`src/rtl/sram_pattern_tester.sv`:
```
// sram_pattern_tester
//
// Built-in self-test engine for a synchronous SRAM. A run writes a pattern
// over addresses 0..addr_last, turns the bus around, reads the range back and
// compares every returned word with the regenerated pattern. It reports
// pass/fail, a saturating error count and the first failing address.
//
// Ports:
//   clk, rst            clock (rising edge), asynchronous active-high reset
//   start               begin a run (accepted only in IDLE or DONE)
//   mode, seed          pattern select and seed, latched on start
//   addr_last           last address of the tested range, latched on start
//   mem_addr/mem_wdata/mem_write_enable  registered SRAM request
//   mem_rdata           SRAM read data, READ_LATENCY cycles after its address
//   busy, done, pass    run status
//   error_count         saturating mismatch count
//   first_error_addr/first_error_valid   first mismatching address of the run
module sram_pattern_tester #(
    parameter int ADDR_WIDTH      = 20,
    parameter int DATA_WIDTH      = 18,
    parameter int READ_LATENCY    = 2,
    parameter int ERR_COUNT_WIDTH = 16
) (
    input  logic                       clk,
    input  logic                       rst,
    input  logic                       start,
    input  logic [1:0]                 mode,
    input  logic [DATA_WIDTH-1:0]      seed,
    input  logic [ADDR_WIDTH-1:0]      addr_last,
    output logic [ADDR_WIDTH-1:0]      mem_addr,
    output logic [DATA_WIDTH-1:0]      mem_wdata,
    input  logic [DATA_WIDTH-1:0]      mem_rdata,
    output logic                       mem_write_enable,
    output logic                       busy,
    output logic                       done,
    output logic                       pass,
    output logic [ERR_COUNT_WIDTH-1:0] error_count,
    output logic [ADDR_WIDTH-1:0]      first_error_addr,
    output logic                       first_error_valid
);
    localparam int FL_W = (READ_LATENCY > 1) ? $clog2(READ_LATENCY) : 1;
    localparam logic [FL_W-1:0] FL_LAST = FL_W'(READ_LATENCY - 1);
    localparam logic [ERR_COUNT_WIDTH-1:0] ERR_MAX = '1;

    typedef enum logic [2:0] {
        S_IDLE, S_WRITE, S_TURN, S_READ, S_FLUSH, S_DONE
    } state_t;

    function automatic logic [DATA_WIDTH-1:0] pattern(
        input logic [1:0]            m,
        input logic [DATA_WIDTH-1:0] s,
        input logic [ADDR_WIDTH-1:0] a,
        input logic [DATA_WIDTH-1:0] onehot
    );
        logic [DATA_WIDTH-1:0] a_ext;
        a_ext = DATA_WIDTH'(a);
        case (m)
            2'd0:    pattern = a_ext ^ s;
            2'd1:    pattern = onehot;
            2'd2:    pattern = a[0] ? ~s : s;
            default: pattern = ~(a_ext ^ s);
        endcase
    endfunction

    function automatic logic [DATA_WIDTH-1:0] rotl1(input logic [DATA_WIDTH-1:0] v);
        rotl1 = {v[DATA_WIDTH-2:0], v[DATA_WIDTH-1]};
    endfunction

    state_t                     r_state, w_state_nxt;
    logic [1:0]                 r_mode;
    logic [DATA_WIDTH-1:0]      r_seed;
    logic [ADDR_WIDTH-1:0]      r_last;
    logic [DATA_WIDTH-1:0]      r_onehot, w_onehot_nxt;
    logic [FL_W-1:0]            r_flush, w_flush_nxt;
    logic                       r_mem_we, w_we_nxt;
    logic [ADDR_WIDTH-1:0]      r_mem_addr, w_addr_nxt;
    logic [DATA_WIDTH-1:0]      r_mem_wdata;
    logic                       w_issue_nxt, w_start_acc;
    logic [1:0]                 w_mode_eff;
    logic [DATA_WIDTH-1:0]      w_seed_eff, w_pat;
    logic                       w_mismatch;

    // Read-compare pipeline; stage 0 is aligned with the address on mem_addr,
    // stage READ_LATENCY with the word on mem_rdata.
    logic                       r_vld_p  [0:READ_LATENCY];
    logic [ADDR_WIDTH-1:0]      r_addr_p [0:READ_LATENCY];
    logic [DATA_WIDTH-1:0]      r_exp_p  [0:READ_LATENCY];

    logic [ERR_COUNT_WIDTH-1:0] r_err;
    logic [ADDR_WIDTH-1:0]      r_first_addr;
    logic                       r_first_vld;

    // Next-cycle bus request. The SRAM outputs are registered, so everything
    // here describes the cycle that follows the coming edge.
    always_comb begin
        w_state_nxt  = r_state;
        w_we_nxt     = 1'b0;
        w_issue_nxt  = 1'b0;
        w_addr_nxt   = '0;
        w_onehot_nxt = r_onehot;
        w_flush_nxt  = r_flush;
        w_start_acc  = 1'b0;
        w_mode_eff   = r_mode;
        w_seed_eff   = r_seed;
        case (r_state)
            S_IDLE, S_DONE: begin
                if (start) begin
                    w_state_nxt  = S_WRITE;
                    w_we_nxt     = 1'b1;
                    w_onehot_nxt = DATA_WIDTH'(1);
                    w_start_acc  = 1'b1;
                    // Registers latch on this edge; use the live inputs for word 0.
                    w_mode_eff   = mode;
                    w_seed_eff   = seed;
                end
            end
            S_WRITE: begin
                // End detected by equality so addr_last = all-ones terminates.
                if (r_mem_addr == r_last) begin
                    w_state_nxt = S_TURN;
                end else begin
                    w_we_nxt     = 1'b1;
                    w_addr_nxt   = r_mem_addr + 1'b1;
                    w_onehot_nxt = rotl1(r_onehot);
                end
            end
            S_TURN: begin
                w_state_nxt  = S_READ;
                w_issue_nxt  = 1'b1;
                w_onehot_nxt = DATA_WIDTH'(1);
            end
            S_READ: begin
                if (r_mem_addr == r_last) begin
                    w_state_nxt = S_FLUSH;
                    w_flush_nxt = '0;
                end else begin
                    w_issue_nxt  = 1'b1;
                    w_addr_nxt   = r_mem_addr + 1'b1;
                    w_onehot_nxt = rotl1(r_onehot);
                end
            end
            S_FLUSH: begin
                if (r_flush == FL_LAST) begin
                    w_state_nxt = S_DONE;
                end else begin
                    w_flush_nxt = r_flush + 1'b1;
                end
            end
            default: w_state_nxt = S_IDLE;
        endcase
        w_pat = pattern(w_mode_eff, w_seed_eff, w_addr_nxt, w_onehot_nxt);
    end

    assign w_mismatch = r_vld_p[READ_LATENCY] && (mem_rdata != r_exp_p[READ_LATENCY]);

    // Control and result registers
    always_ff @(posedge clk or posedge rst) begin
        if (rst) begin
            r_state      <= S_IDLE;
            r_mem_we     <= 1'b0;
            r_mem_addr   <= '0;
            r_mem_wdata  <= '0;
            r_flush      <= '0;
            r_err        <= '0;
            r_first_addr <= '0;
            r_first_vld  <= 1'b0;
            for (int j = 0; j <= READ_LATENCY; j++) r_vld_p[j] <= 1'b0;
        end else begin
            r_state     <= w_state_nxt;
            r_mem_we    <= w_we_nxt;
            r_mem_addr  <= w_addr_nxt;
            r_mem_wdata <= w_we_nxt ? w_pat : '0;
            r_flush     <= w_flush_nxt;
            r_vld_p[0]  <= w_issue_nxt;
            for (int j = 1; j <= READ_LATENCY; j++) r_vld_p[j] <= r_vld_p[j-1];
            if (w_start_acc) begin
                r_err        <= '0;
                r_first_addr <= '0;
                r_first_vld  <= 1'b0;
            end else if (w_mismatch) begin
                if (r_err != ERR_MAX) r_err <= r_err + 1'b1;
                if (!r_first_vld) begin
                    r_first_vld  <= 1'b1;
                    r_first_addr <= r_addr_p[READ_LATENCY];
                end
            end
        end
    end

    // Run parameters and pipeline payload
    always_ff @(posedge clk) begin
        if (w_start_acc) begin
            r_mode <= mode;
            r_seed <= seed;
            r_last <= addr_last;
        end
        r_onehot    <= w_onehot_nxt;
        r_addr_p[0] <= w_addr_nxt;
        r_exp_p[0]  <= w_pat;
        for (int j = 1; j <= READ_LATENCY; j++) begin
            r_addr_p[j] <= r_addr_p[j-1];
            r_exp_p[j]  <= r_exp_p[j-1];
        end
    end

    assign mem_addr          = r_mem_addr;
    assign mem_wdata         = r_mem_wdata;
    assign mem_write_enable  = r_mem_we;
    assign busy              = r_state inside {S_WRITE, S_TURN, S_READ, S_FLUSH};
    assign done              = (r_state == S_DONE);
    assign pass              = done && (r_err == '0);
    assign error_count       = r_err;
    assign first_error_addr  = r_first_addr;
    assign first_error_valid = r_first_vld;

endmodule

```
`config.mk`:
```
export PLATFORM = sky130hd
export DESIGN_NAME = sram_pattern_tester
export DESIGN_NICKNAME = d
export VERILOG_FILES = /design/src/rtl/sram_pattern_tester.sv
export SDC_FILE = /design/constraint.sdc
export NUM_CORES = 1
export LEC_CHECK = 0
export BUFFER_PORTS_ARGS = -buffer_cell sky130_fd_sc_hd__buf_2
export CELL_PAD_IN_SITES_DETAIL_PLACEMENT = 1
export CELL_PAD_IN_SITES_GLOBAL_PLACEMENT = 1
export CORE_MARGIN = 3
export CORE_UTILIZATION = 45
export CTS_CLUSTER_DIAMETER = 100
export DETAILED_ROUTE_END_ITERATION = 16
export HOLD_SLACK_MARGIN = 0.1
export PLACE_DENSITY_LB_ADDON = 0.2
export SYNTH_ARGS = -nofsm -noshare
export SYNTH_HDL_FRONTEND = slang
export SYNTH_SLANG_ARGS = --single-unit
```
`constraint.sdc`:
```
create_clock -name clk -period 3.33 [get_ports clk]
set_input_delay 0.1665 -clock clk [delete_from_list [all_inputs] [get_ports clk]]
set_output_delay 0.1665 -clock clk [all_outputs]
set_load 0.05 [all_outputs]
```
After elaboration in Yosys (flattened, before gate mapping)
Memory sizes are Yosys's and may differ from the RTL's.
Cells that the tools add are included.
{"block": "word_totals", "out_inout_bits": 79, "reg_bits": 141, "input_bits": 61, "memories": 2, "ram_bits": 114, "wordCells": 86}
{"block": "classes", "eq_ne": 15, "n_reduce_logical": 15, "addsub": 3, "n_bitwise": 3, "mux": 33}
{"name": "r_addr_p", "words": 3, "width": 20, "rd": 3, "rd_clocked_by_memory_dff": 0, "wr": 3, "line_no": "86", "source": "logic [ADDR_WIDTH-1:0] r_addr_p [0:READ_LATENCY];"}
{"name": "r_exp_p", "words": 3, "width": 18, "rd": 3, "rd_clocked_by_memory_dff": 0, "wr": 3, "line_no": "87", "source": "logic [DATA_WIDTH-1:0] r_exp_p [0:READ_LATENCY];"}
{"op": "18-bit two-way mux", "count": 6}
{"op": "18-bit one-hot mux with 3 select lines", "count": 2}
{"op": "20-bit two-way mux", "count": 5}
{"op": "16-bit two-way mux", "count": 3}
{"op": "18-bit NOT", "count": 2}
{"op": "20-bit by 1-bit adder with 20-bit output (second input constant)", "count": 1}
{"op": "20-bit equality test", "count": 1}
{"op": "18-bit inequality test", "count": 1}
{"op": "18-bit XOR", "count": 1}
{"op": "16-bit by 1-bit adder with 16-bit output (second input constant)", "count": 1}
{"op": "16-bit logical NOT", "count": 1}
{"op": "16-bit inequality test (second input constant)", "count": 1}
{"op": "3-bit one-hot mux with 5 select lines", "count": 1}
{"op": "3-bit two-way mux", "count": 4}
{"op": "2-bit inequality test (second input constant)", "count": 5}
{"op": "1-bit two-way mux", "count": 7}
{"op": "3-bit by 2-bit equality test with 1-bit output (second input constant)", "count": 2}
{"op": "3-bit equality test (second input constant)", "count": 2}
{"op": "1-bit one-hot mux with 2 select lines", "count": 3}
{"op": "2-bit AND reduction", "count": 3}
{"op": "2-bit nonzero test", "count": 3}
{"op": "2-bit two-way mux", "count": 2}
{"op": "4-bit AND reduction", "count": 1}
{"op": "4-bit nonzero test", "count": 1}
{"op": "8 further kinds", "count": 10}

Longest topological paths before layout
Gate-level depths: netlist of run 1.
{"block": "logic_depth", "depth_word": 7, "ltp_mapped": 10, "depth_no_buf": 8}

Worst setup path before layout of run 1
Ideal clock, no wire load.
{"block": "synth_path", "path_type": "reg2reg", "start": "register r_state[1]", "end": "register r_last[0], enable pin", "setup_time_ps": 420, "n_path_buf": 4, "setup_slack_ps": 257, "path_stages_with_launch": 7, "arrival_ps": 2653, "period_less_slack_ps": 3073, "required_time_ps": 2910, "path_cell_list": "dfrtp_1 buf_2 nand2b_1 nor2_2 buf_4 buf_4 buf_1"}
{"block": "synth_between", "elab_chain_cells": 3, "elab_cells_between_ends": 4, "cone_classes": "eq/ne (1); mux (1); reduce/logical (2)"}
{"item": "start, declared", "line_no": "69", "source": "state_t r_state, w_state_nxt;"}
{"item": "start signal, assigned", "line_no": "169", "source": "r_state <= w_state_nxt;"}
{"item": "3-bit equality test / 3-bit logical NOT (equally long branches)", "line_no": "105", "source": "case (r_state)"}
{"item": "2-bit OR reduction (*)", "line_no": "105"}
{"item": "1-bit two-way mux (*)", "line_no": "105"}
{"item": "via w_start_acc", "line_no": "78", "source": "logic w_issue_nxt, w_start_acc;"}
{"item": "end signal, assigned", "line_no": "195", "source": "r_last <= addr_last;"}
{"item": "end, declared", "line_no": "72", "source": "logic [ADDR_WIDTH-1:0] r_last;"}
The timed path passes the listed nets; every way through them passes the cells marked *.
A chain may end at the register's enable or synchronous reset.

Worst setup path in the final report of run 1
{"block": "layout_path", "start": "register r_mem_addr[16], in the netlist mem_addr[16]", "end": "register r_mem_wdata[17], in the netlist mem_wdata[17]"}
{"block": "layout_between", "elab_chain_cells": 7, "elab_cells_between_ends": 13, "cone_classes": "add/sub (1); eq/ne (1); mux (9); bitwise (2)"}
{"item": "start, declared", "line_no": "76", "source": "logic [ADDR_WIDTH-1:0] r_mem_addr, w_addr_nxt;"}
{"item": "start signal, assigned", "line_no": "171", "source": "r_mem_addr <= w_addr_nxt;"}
{"item": "20-bit by 1-bit adder with 20-bit output / 20-bit equality test (equally long branches)"}
{"item": "20-bit two-way mux", "line_no": "119, 133"}
{"item": "20-bit two-way mux"}
{"item": "18-bit XOR", "line_no": "58, 61"}
{"item": "18-bit NOT", "line_no": "61", "source": "default: pattern = ~(a_ext ^ s);"}
{"item": "18-bit one-hot mux with 3 select lines", "line_no": "57", "source": "case (m)"}
{"item": "18-bit two-way mux (*)", "line_no": "172", "source": "r_mem_wdata <= w_we_nxt ? w_pat : '0;"}
{"item": "end signal, assigned", "line_no": "172"}
{"item": "end, declared", "line_no": "77", "source": "logic [DATA_WIDTH-1:0] r_mem_wdata;"}
Mark *: on every way between the ends. The rest lies on a longest branch, timed or not.

==> results of run 1 <==
-- worst paths after layout --
check	slack [ps]	to	cells after the start	start
worst max-delay path	350	mem_wdata[17]	8	mem_addr[16]
worst min-delay path	260	first_error_addr[17]	3	rst
worst max register to register	350	mem_wdata[17]	8	mem_addr[16]
worst min register to register	320	r_addr_p[0][34]	0	r_addr_p[0][14]
max in group asynchronous	2320	mem_wdata[16]	4	rst
min in group clk	320	r_addr_p[0][34]	0	r_addr_p[0][14]
-- logic make-up (layout without fill, tap and decap cells) --
group           Yosys count  in the layout  share of synthesized area
flops                   255            255                      0.609
buf+inv                  54            269                     0.0284
mux                      54             54                     0.0563
fa+ha+maj                 3              3                    0.00386
simple gates            237            237                      0.127
compound gates          121            121                     0.0972
xor+xnor                 87             87                     0.0783
-- metal layers --
metal,vias to the layer above,part of all wire
met3,44,0.045
li1,3304,-
met1,3512,0.43
met5,-,0
met2,161,0.50
met4,0,0.027
-- sequential cells by signal, indices dropped and copies added (netlist names), 16 cells and up --
register / flops
r_exp_p: 54
r_onehot: 18
r_seed: 18
first_error_addr: 20
r_addr_p: 60
r_last: 20
mem_addr: 20
error_count: 16
mem_wdata: 18
-- stage by stage --
stage               hold slack, ps  cell area, µm²   util  power [mW]  worst slack (ps)
floorplan                      265            9730      -        4.41               257
global placement               285           10800  0.509        4.77               357
detailed placement             293           10800  0.509        4.79               400
CTS                            282           12000  0.569        7.69               339
global route                   306           12000  0.569        7.93               181
finish                         263           12000  0.569        7.62               348
-- repair_timing --
action,in CTS,in global routing
hold buffers,42,0
buffers inserted,0,0
setup endpoints to repair,0,0
hold endpoints to repair,75,0
-- layout make-up --
class	instances	area share
multi-input combinational	502	0.294
timing repair buffer	203	0.109
sequential	255	0.492
inverter	19	0.00603
clock inverter	10	0.00593
tap	275	0.0286
clock buffer	37	0.0651
-- power groups by stage --
| stage | Clock (mW) | Sequential [mW] | Combinational (mW) |
|---|---|---|---|
| global placement | 0 | 3.72 | 1.05 |
| global route | 3.05 | 3.69 | 1.20 |
| detailed placement | 0 | 3.72 | 1.07 |
| finish | 2.85 | 3.66 | 1.11 |
| floorplan | 0 | 3.88 | 0.525 |
| CTS | 2.91 | 3.66 | 1.12 |
-- worst max-delay path: cells and delay by family (launching register included) --
family | cells | cell delay, ps
xor gates and xnor gates | 2 | 350
AOI/OAI and AO/OA | 2 | 760
and+or+nand+nor | 3 | 1080
DFF | 1 | 460
buffers and inverters | 1 | 200
-- synthesized netlist by cell type, drive strengths merged, types with 15 or more instances --
| cell type | n |
|---|---|
| nor2 | 73 |
| nor3 | 19 |
| dfxtp | 132 |
| o21ai | 17 |
| buf | 29 |
| nand3 | 21 |
| nand2 | 38 |
| inv | 19 |
| mux2i | 48 |
| a21oi | 22 |
| and3 | 15 |
| edfxtp | 40 |
| xor2 | 65 |
| nor4 | 21 |
| dfrtp | 83 |
| xnor2 | 22 |
==> metrics.log, run 1 <==
INFO  metric outcome = finished clean
INFO  metric clock-skew-final = 9.95 ps
INFO  metric crit_path_start_kind = flop
INFO  metric max_cap_violations = 0
INFO  metric first_pass_grt_wire_length = 41,500 µm
INFO  metric power_frac_comb = 0.146
INFO  metric hold_viol_final = 0
INFO  metric insertion_delay = 520 ps
INFO  metric antennaDiodeCount = 0
INFO  metric number_of_enable_flip_flop_cells_after_synthesis = 40
INFO  metric number_of_cells_produced_by_synthesis = 811
INFO  metric initial_antenna_violation_count = 0
INFO  metric core_area = 21,200 µm²
INFO  metric globalRoute.totalOverflow = 0
INFO  metric h-tree-depth = 1
INFO  metric power_density = 633 nW/µm²
INFO  metric synth.ff_latch_count = 255
INFO  metric detail_route.drc_violations = 0
INFO  metric final.period_utilization = 0.895
INFO  metric clkTransAtPathRegs = 70 ps
INFO  metric clkSinkCount = 255
INFO  metric vias_per_cell = 5.40
INFO  metric drt.antenna.violating_nets = 0
INFO  metric synth_largest_area_cell = sky130_fd_sc_hd__dfxtp_1
INFO  metric critPathMostFrequentCell = sky130_fd_sc_hd__xor2_1
INFO  metric share_of_layout_cells_above_drive_strength_1 = 0.229
INFO  metric via_count = 7,021
INFO  metric drt_iter0_drc = 461
INFO  metric grt.busiest_layer = met2
INFO  metric tritoncts.num_buffers = 26
INFO  metric yosys_warnings = 0
INFO  metric post_cts_resize_count = 0
INFO  metric synth_ff_type = sky130_fd_sc_hd__dfxtp_1
INFO  metric hpwlAfterDp = 18,600 µm
INFO  metric initial_core_util = 0.460
INFO  metric global_route.usage.met1 = 0.295
INFO  metric layout.cells.most_common = sky130_fd_sc_hd__buf_2
INFO  metric vdd_ir_drop_max = 0.483 mV
INFO  metric grt_pass1_vias = 7,326
INFO  metric dp.cells = 1,212
INFO  metric unrepaired_setup_endpoints_after_global_routing = false
INFO  metric setup_viol = 0
INFO  metric avgSynthCellArea = 12.0 µm²
INFO  metric setup_tns = 0 ps
INFO  metric die_height = 153 µm
INFO  metric fillCellCount = 2,236
INFO  metric largest_net_degree_at_the_start_of_global_routing = 52
INFO  metric synth_nets = 875
INFO  metric critical_path.max_fanout = 9
INFO  metric critPathRequiredTime = 3720 ps
INFO  metric slew_violations = 0
INFO  metric routabilityCongestion = 0.864
INFO  metric worst-endpoint-arrival = 3370 ps
INFO  metric power_frac_clock = 0.374
INFO  metric timing.slew.headroom = 0.477
INFO  metric sw_frac_of_total = 0.281
INFO  metric cell_internal_pwr = 5.48 mW
INFO  metric cp_capture_type = flop
INFO  metric chipWidth = 153 µm
INFO  metric globalRouteMet2Util = 0.373
INFO  metric timing.critical_path.slowest_stage_cell = sky130_fd_sc_hd__nor4_1
INFO  metric num-nets-final = 1,071
INFO  metric globalRouteTotalUtil = 0.221
INFO  metric routed_wl_per_cell = 20.2 µm
INFO  metric power.leakage = 5.32 nW
INFO  metric met3_usage_in_global_routing = 0.0365
INFO  metric cts.path.max_buffers = 3
INFO  metric multi_input_area = 3540 µm²
INFO  metric synth_top_area_frac = 0.272
INFO  metric period_minus_slack = 2980 ps
INFO  metric yosysSeqAreaShare = 0.609
INFO  metric worst_hold_path_type = in -> async
INFO  metric critical-path-max-stage-delay = 700 ps
INFO  metric die_area = 23,400 µm²
INFO  metric seq_power_share = 0.480
INFO  metric finalWirelength = 26,300 µm
INFO  metric syn_to_final_growth = 23.7%
INFO  metric layout_common_cells = sky130_fd_sc_hd__buf_2, sky130_fd_sc_hd__dfxtp_1, sky130_fd_sc_hd__dfrtp_1
INFO  metric asyncSetResetFlopFracSynth = 0.325
INFO  metric firstDrtPassIters = 5
INFO  metric seq_area = 5920 µm²
INFO  metric setup.worst_path.class = reg -> reg
INFO  metric top_level_port_count = 140
INFO  metric maximum_frequency_from_static_timing_analysis = 0.335 GHz
INFO  metric buffer_ports.inserted = 139
INFO  metric worstPathCellList = xor2_1 -> nor4_1 -> and2_1 -> buf_4 -> a211o_1 -> xor2_1 -> nor3_1 -> a2111oi_2
INFO  metric clockRootBuffer = sky130_fd_sc_hd__clkbuf_16
INFO  metric site_rows = 53
INFO  metric cts_tree = built
INFO  metric synth.lib_cells_used.distinct = 73
INFO  metric worst-slew-pin-transition = 777 ps
INFO  metric final_cell_count_no_fill = 1,301
INFO  metric syn_area = 9730 µm²
INFO  metric p_sw = 2.14 mW
INFO  metric synth_area_leaders = sky130_fd_sc_hd__dfxtp_1, sky130_fd_sc_hd__dfrtp_1, sky130_fd_sc_hd__edfxtp_1, sky130_fd_sc_hd__xor2_1, sky130_fd_sc_hd__mux2i_1
Power figures use the tool's default switching activity.
==> run 2: changes to the inputs <==
Settings changed: ABC_AREA from default to 1, CORE_UTILIZATION 45 to 43, RECOVER_POWER from default to 100.
==> metrics.log, run 2 <==
INFO  metric post_cts_resize_count = 0 (unchanged)
INFO  metric buffer_ports.inserted = 139 (unchanged)
INFO  metric cell_internal_pwr = 6.94 mW (+27%)
INFO  metric die_area = 26,900 µm² (+15%)
INFO  metric cts.path.max_buffers = 3 (unchanged)
INFO  metric violations = max-capacitance violations, max-slew violations
INFO  metric asyncSetResetFlopFracSynth = 0.325 (unchanged)
INFO  metric clockRootBuffer = sky130_fd_sc_hd__clkbuf_16
INFO  metric timing.critical_path.buf_inv = 4 (+3)
INFO  metric critical_path.max_fanout = 16 (+7)
INFO  metric chipWidth = 164 µm (+7.2%)
INFO  metric setup_viol = 0 (unchanged)
INFO  metric p_sw = 5.04 mW (+140%)
INFO  metric critPathMostFrequentCell = sky130_fd_sc_hd__nand2_1
INFO  metric routabilityCongestion = 0.917 (+6.1%)
INFO  metric regMostFlops = r_addr_p
INFO  metric cpLargestDelayFamily = simple AND/OR/NAND/NOR gates
INFO  metric timing.critical_path.slowest_stage_cell = sky130_fd_sc_hd__dfrtp_1
INFO  metric initial_antenna_violation_count = 1 (+1)
INFO  metric pre_cts_slack = 664 ps (+264 ps)
INFO  metric worst_hold_path_type = in -> reg
INFO  metric share_of_layout_cells_above_drive_strength_1 = 0.0894 (-0.140)
INFO  metric num-nets-final = 1,519 (+42%)
INFO  metric power.leakage = 6.28 nW (+18%)
INFO  metric seq_power_share = 0.362 (-0.118)
INFO  metric clkTransAtPathRegs = 60 ps (about the same)
INFO  metric hold_viol_final = 0 (unchanged)
INFO  metric critical-path-max-stage-delay = 470 ps (-230 ps)
INFO  metric placed_cell_area = 11,800 µm² (+9.5%)
INFO  metric unrepaired_setup_endpoints_after_global_routing = false
INFO  metric outcome = finished with violations
INFO  metric synth_top_area_frac = 0.246 (-0.0258)
INFO  metric worst-slew-pin-transition = 2310 ps (+1530 ps)
INFO  metric critPathRequiredTime = 3770 ps (+50 ps)
INFO  metric clock-skew-final = 12.9 ps (+2.97 ps)
INFO  metric initial_core_util = 0.439 (-0.0205)
INFO  metric syn_area = 10,700 µm² (+10%)
INFO  metric syn_to_final_growth = 21.2%
INFO  metric largest_register_ff_count = 60 (unchanged)
INFO  metric vdd_ir_drop_max = 0.505 mV (+4.7%)
INFO  metric ff2ff_setup_slack = 500 ps (+160 ps)
INFO  metric setup_tns = 0 ps (unchanged)
INFO  metric layout_common_cells = sky130_fd_sc_hd__nand2_1, sky130_fd_sc_hd__nand3_1, sky130_fd_sc_hd__inv_1
INFO  metric site_rows = 57 (+7.5%)
INFO  metric number_of_enable_flip_flop_cells_after_synthesis = 40 (unchanged)
INFO  metric setup_slack = 505 ps (+156 ps)
INFO  metric hpwlAfterDp = 22,900 µm (+23%)
INFO  metric synth_area_leaders = sky130_fd_sc_hd__dfxtp_1, sky130_fd_sc_hd__dfrtp_1, sky130_fd_sc_hd__nand2_1, sky130_fd_sc_hd__edfxtp_1, sky130_fd_sc_hd__nand3_1
INFO  metric registers_with_the_most_flip_flops = r_addr_p: 60 flops, r_exp_p: 54 flops
INFO  metric synth_nets = 1,342 (+53%)
INFO  metric power_density = 919 nW/µm² (+45%)
INFO  metric cp_capture_type = flop
INFO  metric number_of_cells_produced_by_synthesis = 1,278 (+58%)
INFO  metric yosysSeqAreaShare = 0.551 (-0.0578)
INFO  metric timing.slew.headroom = -0.540 (-1.02)
INFO  metric setup.worst_path.class = reg -> reg
INFO  metric insertion_delay = 560 ps (+40 ps)
INFO  metric detail_route.drc_violations = 0 (unchanged)
INFO  metric post_synth_most_frequent_cells = sky130_fd_sc_hd__nand2_1, sky130_fd_sc_hd__nand3_1, sky130_fd_sc_hd__inv_1
INFO  metric maximum_frequency_from_static_timing_analysis = 0.354 GHz (+5.5%)
INFO  metric h-tree-depth = 1 (unchanged)
INFO  metric drt.antenna.violating_nets = 0 (unchanged)
INFO  metric crit_path_start_kind = flop
INFO  metric via_count = 9,390 (+34%)
INFO  metric globalRoute.totalOverflow = 0 (unchanged)
INFO  metric finalInstanceArea = 13,000 µm² (+8.2%)
INFO  metric yosys.cell_count.top_type = sky130_fd_sc_hd__nand2_1
INFO  metric antennaDiodeCount = 0 (unchanged)
INFO  metric firstDrtPassIters = 5 (unchanged)
INFO  metric first_pass_grt_wire_length = 52,900 µm (+27%)
INFO  metric max_cap_violations = 1 (+1)
INFO  metric final.period_utilization = 0.848 (-0.0469)
INFO  metric die_height = 164 µm (+7.2%)
INFO  metric synth_ff_type = sky130_fd_sc_hd__dfxtp_1
INFO  metric routed_wl_per_cell = 18.5 µm (-8.5%)
INFO  metric yosys_warnings = 0 (unchanged)
INFO  metric synth.ff_latch_count = 255 (unchanged)
INFO  metric largest_net_degree_at_the_start_of_global_routing = 84 (+62%)
INFO  metric worst-endpoint-arrival = 3270 ps (-100 ps)
INFO  metric power_frac_comb = 0.364 (+0.218)
INFO  metric fillCellCount = 2,986 (+34%)
INFO  metric sw_frac_of_total = 0.420 (+0.140)
INFO  metric core_area = 24,500 µm² (+16%)
INFO  metric tritoncts.num_buffers = 28 (+7.7%)
INFO  metric clkSinkCount = 255 (unchanged)
INFO  metric globalRouteTotalUtil = 0.249 (+0.0276)
INFO  metric synth.lib_cells_used.distinct = 38 (-48%)
INFO  metric synth_largest_area_cell = sky130_fd_sc_hd__dfxtp_1
INFO  metric finalWirelength = 33,400 µm (+27%)
INFO  metric layout.cells.most_common = sky130_fd_sc_hd__nand2_1
INFO  metric slew_violations = 84 (+84)
INFO  metric avgSynthCellArea = 8.41 µm² (-30%)
INFO  metric top_level_port_count = 140 (unchanged)
INFO  metric power_frac_clock = 0.274 (-0.100)
INFO  metric vias_per_cell = 5.21 (-3.4%)
INFO  metric worstPathCellList = inv_1 -> nand2_1 -> nand2_1 -> nor2_1 -> nand2_1 -> nor2_1 -> nand3_1 -> clkbuf_1 -> a21oi_2 -> inv_1 -> nand2_1 -> inv_1
INFO  metric period_minus_slack = 2830 ps (-156 ps)
INFO  metric drt_iter0_drc = 674 (+46%)
INFO  metric grt_pass1_vias = 9,718 (+33%)
INFO  metric cts_tree = built
run 2: final cells by class:
class,count,area [µm²],share of cell area
Tap cell,324,405,0.0311
Multi-Input combinational cell,800,3930,0.301
Sequential cell,255,5920,0.454
Inverter,169,642,0.0493
Clock inverter,15,200,0.0154
Timing Repair Buffer,201,1130,0.0867
Clock buffer,37,806,0.0618
run 2: through the flow:
| stage | hold slack [ps] | power, mW | util | cells |
|---|---|---|---|---|
| floorplan | 265 | 7.42 | - | 1278 |
| global placement | 309 | 8.60 | 0.482 | 1708 |
| detailed placement | 313 | 8.73 | 0.482 | 1708 |
| CTS | 161 | 12.1 | 0.539 | 1801 |
| global route | 222 | 12.7 | 0.533 | 1801 |
| finish | 173 | 12.0 | 0.533 | 1801 |
run 2: what timing repair did:
| action | 4_1_cts | 5_1_grt |
|---|---|---|
| setup buffers | 0 | 0 |
| hold buffers | 41 | 0 |
| hold endpoints to repair | 123 | 0 |
run 2: routing by layer:
metal	track usage	vias to the layer above	share of wire
li1	-	4501	-
met1	0.326	4580	0.43
met2	0.431	244	0.49
met3	0.0346	63	0.051
met4	0.0673	2	0.028
met5	0	-	0.00033
run 2: power by group through the flow:
stage	Combinational, mW	Clock, mW	Sequential [mW]
after floorplan	2.61	0	4.80
after global placement	4.25	0	4.35
after detailed placement	4.35	0	4.38
after CTS	4.43	3.35	4.33
after global routing	4.82	3.50	4.41
final	4.36	3.28	4.33
run 2: cells by family after synthesis:
kind of cell,count (synthesis),share of synthesized area
DFF,255,0.551
AOI/OAI and AO/OA,50,0.0274
and+or+nand+nor,704,0.300
buffers and inverters,223,0.0832
xor gates and xnor gates,43,0.0350
adders and majority gates,3,0.00349
run 2: worst register-to-register path, stage by stage, from the launching register on:
cell and delay, ps:
sky130_fd_sc_hd__dfrtp_1 470, sky130_fd_sc_hd__inv_1 130, sky130_fd_sc_hd__nand2_1 70, sky130_fd_sc_hd__nand2_1 50, sky130_fd_sc_hd__nor2_1 100, sky130_fd_sc_hd__nand2_1 60
sky130_fd_sc_hd__nor2_1 180, sky130_fd_sc_hd__nand3_1 370, sky130_fd_sc_hd__clkbuf_1 320, sky130_fd_sc_hd__a21oi_2 360, sky130_fd_sc_hd__inv_1 360, sky130_fd_sc_hd__nand2_1 180
sky130_fd_sc_hd__inv_1 50
run 2: worst paths after layout:
| kind | from | to | depth (start not counted) |
|---|---|---|---|
| max | mem_addr[12] | mem_wdata[1] | 12 |
| min in group asynchronous | rst | mem_write_enable | 4 |
| min | start | r_state[0] | 4 |
| max in group asynchronous | rst | mem_addr[1] | 4 |
| max reg2reg | mem_addr[12] | mem_wdata[1] | 12 |
| min reg2reg | r_addr_p[0][8] | r_addr_p[0][28] | 0 |
==> run 3: changes to the inputs <==
Settings changed: ABC_AREA 1 to 0, CORE_UTILIZATION 43 to 45.
Clock period 3.33 ns to 2.7 ns, I/O delays scaled along.
==> metrics.log, run 3 (synthesized netlist as in run 1, its figures left out) <==
INFO  metric globalRoute.totalOverflow = 0 (unchanged)
INFO  metric crit_path_start_kind = flop
INFO  metric globalRouteTotalUtil = 0.236 (-0.0127)
INFO  metric setup_tns = 0 ps (unchanged)
INFO  metric die_height = 153 µm (-6.7%)
INFO  metric drt_iter0_drc = 380 (-44%)
INFO  metric drt.antenna.violating_nets = 0 (unchanged)
INFO  metric share_of_layout_cells_above_drive_strength_1 = 0.156 (+0.0671)
INFO  metric initial_core_util = 0.460 (+0.0205)
INFO  metric critPathRequiredTime = 3110 ps (-660 ps)
INFO  metric antennaDiodeCount = 0 (unchanged)
INFO  metric maximum_frequency_from_static_timing_analysis = 0.385 GHz (+8.9%)
INFO  metric worstPathCellList = xor2_1 -> nor4_2 -> buf_4 -> and3_2 -> buf_4 -> and3_1 -> o41a_4 -> buf_4 -> a2111oi_2
INFO  metric syn_to_final_growth = 26.3%
INFO  metric placed_cell_area = 11,200 µm² (-5.0%)
INFO  metric largest_net_degree_at_the_start_of_global_routing = 51 (-39%)
INFO  metric hold_viol_final = 0 (unchanged)
INFO  metric hpwlAfterDp = 19,500 µm (-15%)
INFO  metric layout.cells.most_common = sky130_fd_sc_hd__dfxtp_1
INFO  metric critPathMostFrequentCell = sky130_fd_sc_hd__buf_4
INFO  metric r2r.worst_path.cells = 9 (-3)
INFO  metric vias_per_cell = 5.38 (+3.2%)
INFO  metric routed_wl_per_cell = 20.8 µm (+12%)
INFO  metric core_area = 21,200 µm² (-14%)
INFO  metric first_pass_grt_wire_length = 44,200 µm (-16%)
INFO  metric die_area = 23,400 µm² (-13%)
INFO  metric largest_register_ff_count = 60 (unchanged)
INFO  metric clockRootBuffer = sky130_fd_sc_hd__clkbuf_16
INFO  metric ff2ff_setup_slack = 100 ps (-400 ps)
INFO  metric worst_hold_path_type = in -> reg
INFO  metric detail_route.drc_violations = 0 (unchanged)
INFO  metric setup_viol = 0 (unchanged)
INFO  metric cp_capture_type = flop
INFO  metric firstDrtPassIters = 4 (-1)
INFO  metric critical-path-max-stage-delay = 430 ps (-40 ps)
INFO  metric tritoncts.num_buffers = 27 (-3.6%)
INFO  metric period_minus_slack = 2600 ps (-230 ps)
INFO  metric initial_antenna_violation_count = 0 (-1)
INFO  metric critical_path.endpoint = mem_wdata[16]
INFO  metric routabilityCongestion = 0.884 (-3.6%)
INFO  metric worst-endpoint-arrival = 3000 ps (-270 ps)
INFO  metric cts.path.max_buffers = 3 (unchanged)
INFO  metric vdd_ir_drop_max = 0.518 mV (+2.5%)
INFO  metric site_rows = 53 (-7.0%)
INFO  metric regToRegEndpoint = mem_wdata[16]
INFO  metric outcome = finished clean
INFO  metric critPathLaunch = mem_addr[9]
INFO  metric setup.worst_path.class = reg -> reg
INFO  metric postLayoutCoreUtil = 0.581 (+0.0480)
INFO  metric slew_violations = 0 (-100%)
INFO  metric top_level_port_count = 140 (unchanged)
INFO  metric buffer_ports.inserted = 139 (unchanged)
INFO  metric clkSinkCount = 255 (unchanged)
INFO  metric insertion_delay = 530 ps (-30 ps)
INFO  metric cts_tree = built
INFO  metric regMostFlops = r_addr_p
INFO  metric clkTransAtPathRegs = 60 ps (about the same)
INFO  metric h-tree-depth = 1 (unchanged)
INFO  metric max_cap_violations = 0 (-1)
INFO  metric power_density = 776 nW/µm² (-16%)
INFO  metric clock-skew-final = 22.6 ps (+9.67 ps)
INFO  metric final.period_utilization = 0.961 (+0.113)
INFO  metric num-nets-final = 1,123 (-26%)
INFO  metric worst-slew-pin-transition = 1200 ps (-1110 ps)
INFO  metric critical_path.max_fanout = 13 (-3)
INFO  metric power.leakage = 5.14 nW (-18%)
INFO  metric via_count = 7,294 (-22%)
INFO  metric registers_with_the_most_flip_flops = r_addr_p: 60 flops, r_exp_p: 54 flops
INFO  metric fillCellCount = 2,259 (-24%)
INFO  metric grt_pass1_vias = 7,832 (-19%)
INFO  metric layout_common_cells = sky130_fd_sc_hd__dfxtp_1, sky130_fd_sc_hd__clkbuf_1, sky130_fd_sc_hd__dfrtp_1
INFO  metric hold_depth = 6 (+2)
INFO  metric timing.critical_path.slowest_stage_cell = sky130_fd_sc_hd__o41a_4
INFO  metric crit-reg2reg-launch = mem_addr[9]
INFO  metric finalWirelength = 28,100 µm (-16%)
INFO  metric chipWidth = 153 µm (-6.7%)
INFO  metric finalInstanceArea = 12,300 µm² (-5.7%)
INFO  metric timing.slew.headroom = 0.198 (+0.737)
==> run 3: changes by cell type in the layout (fill, tap and decap cells not counted), sizes merged, moves of 30 or more <==
| cell | before | now |
|---|---|---|
| buf | 58 | 88 |
| inv | 171 | 20 |
| mux2i | 0 | 48 |
| nand2 | 343 | 38 |
| nand3 | 185 | 21 |
| nand4 | 88 | 11 |
| xor2 | 33 | 65 |
==> run 3: worst min path at each step <==
stage	start	slack, ps	end
2_1_floorplan	addr_last[0]	230	r_last[0]
3_3_place_gp	rst	180	first_error_addr[11]
3_5_place_dp	rst	180	first_error_addr[11]
4_1_cts	rst	160	first_error_addr[11]
5_1_grt	addr_last[17]	310	r_last[17]
6_report	mem_rdata[1]	300	first_error_valid
==> run 3: worst max-delay path, delay by kind of cell, from the launching register on <==
family          cells  cell delay, ps
compound gates      2             820
xor+xnor            1             210
simple gates        3             490
flops               1             410
buf+inv             3             540
==> run 3: timing repair <==
| action | in CTS | in global routing |
|---|---|---|
| endpoints found under the setup margin | 2 | 9 |
| resized for setup | 1 | 12 |
| setup buffers | 0 | 1 |
| endpoints found under the hold margin | 119 | 0 |
| hold buffers | 42 | 0 |
| pin swaps | 1 | 3 |
==> run 3: layer usage <==
layer	wire (µm)	up-vias	track usage
met4	851	0	0.0725
met5	0	-	0
met3	1090	54	0.0311
li1	-	3399	-
met1	12100	3641	0.309
met2	14000	200	0.409
==> run 3: stage by stage <==
step	setup WS (ps)	power, mW	instances	hold slack (ps)
after floorplan	149	5.44	811	234
after global placement	203	5.96	1262	175
after detailed placement	81.0	5.99	1262	175
after CTS	4.40	9.59	1354	165
after global routing	-15.2	9.90	1355	311
final	104	9.53	1355	300
==> run 3: cell type report <==
| type | instances | area, µm² | share of cell area |
|---|---|---|---|
| clock buffers | 39 | 762 | 0.0620 |
| clock inverters | 11 | 83.8 | 0.00682 |
| inverters | 19 | 72.6 | 0.00591 |
| multi-input cells | 502 | 3580 | 0.291 |
| flip-flops and latches | 255 | 5920 | 0.482 |
| well taps | 275 | 344 | 0.0280 |
| repair buffers | 254 | 1520 | 0.124 |
==> run 3: report_power, final <==
part	internal [mW]	total (mW)	switching (mW)
sequential	4.26	4.47	0.210
clock	2.06	3.56	1.50
combinational	0.495	1.50	1.00
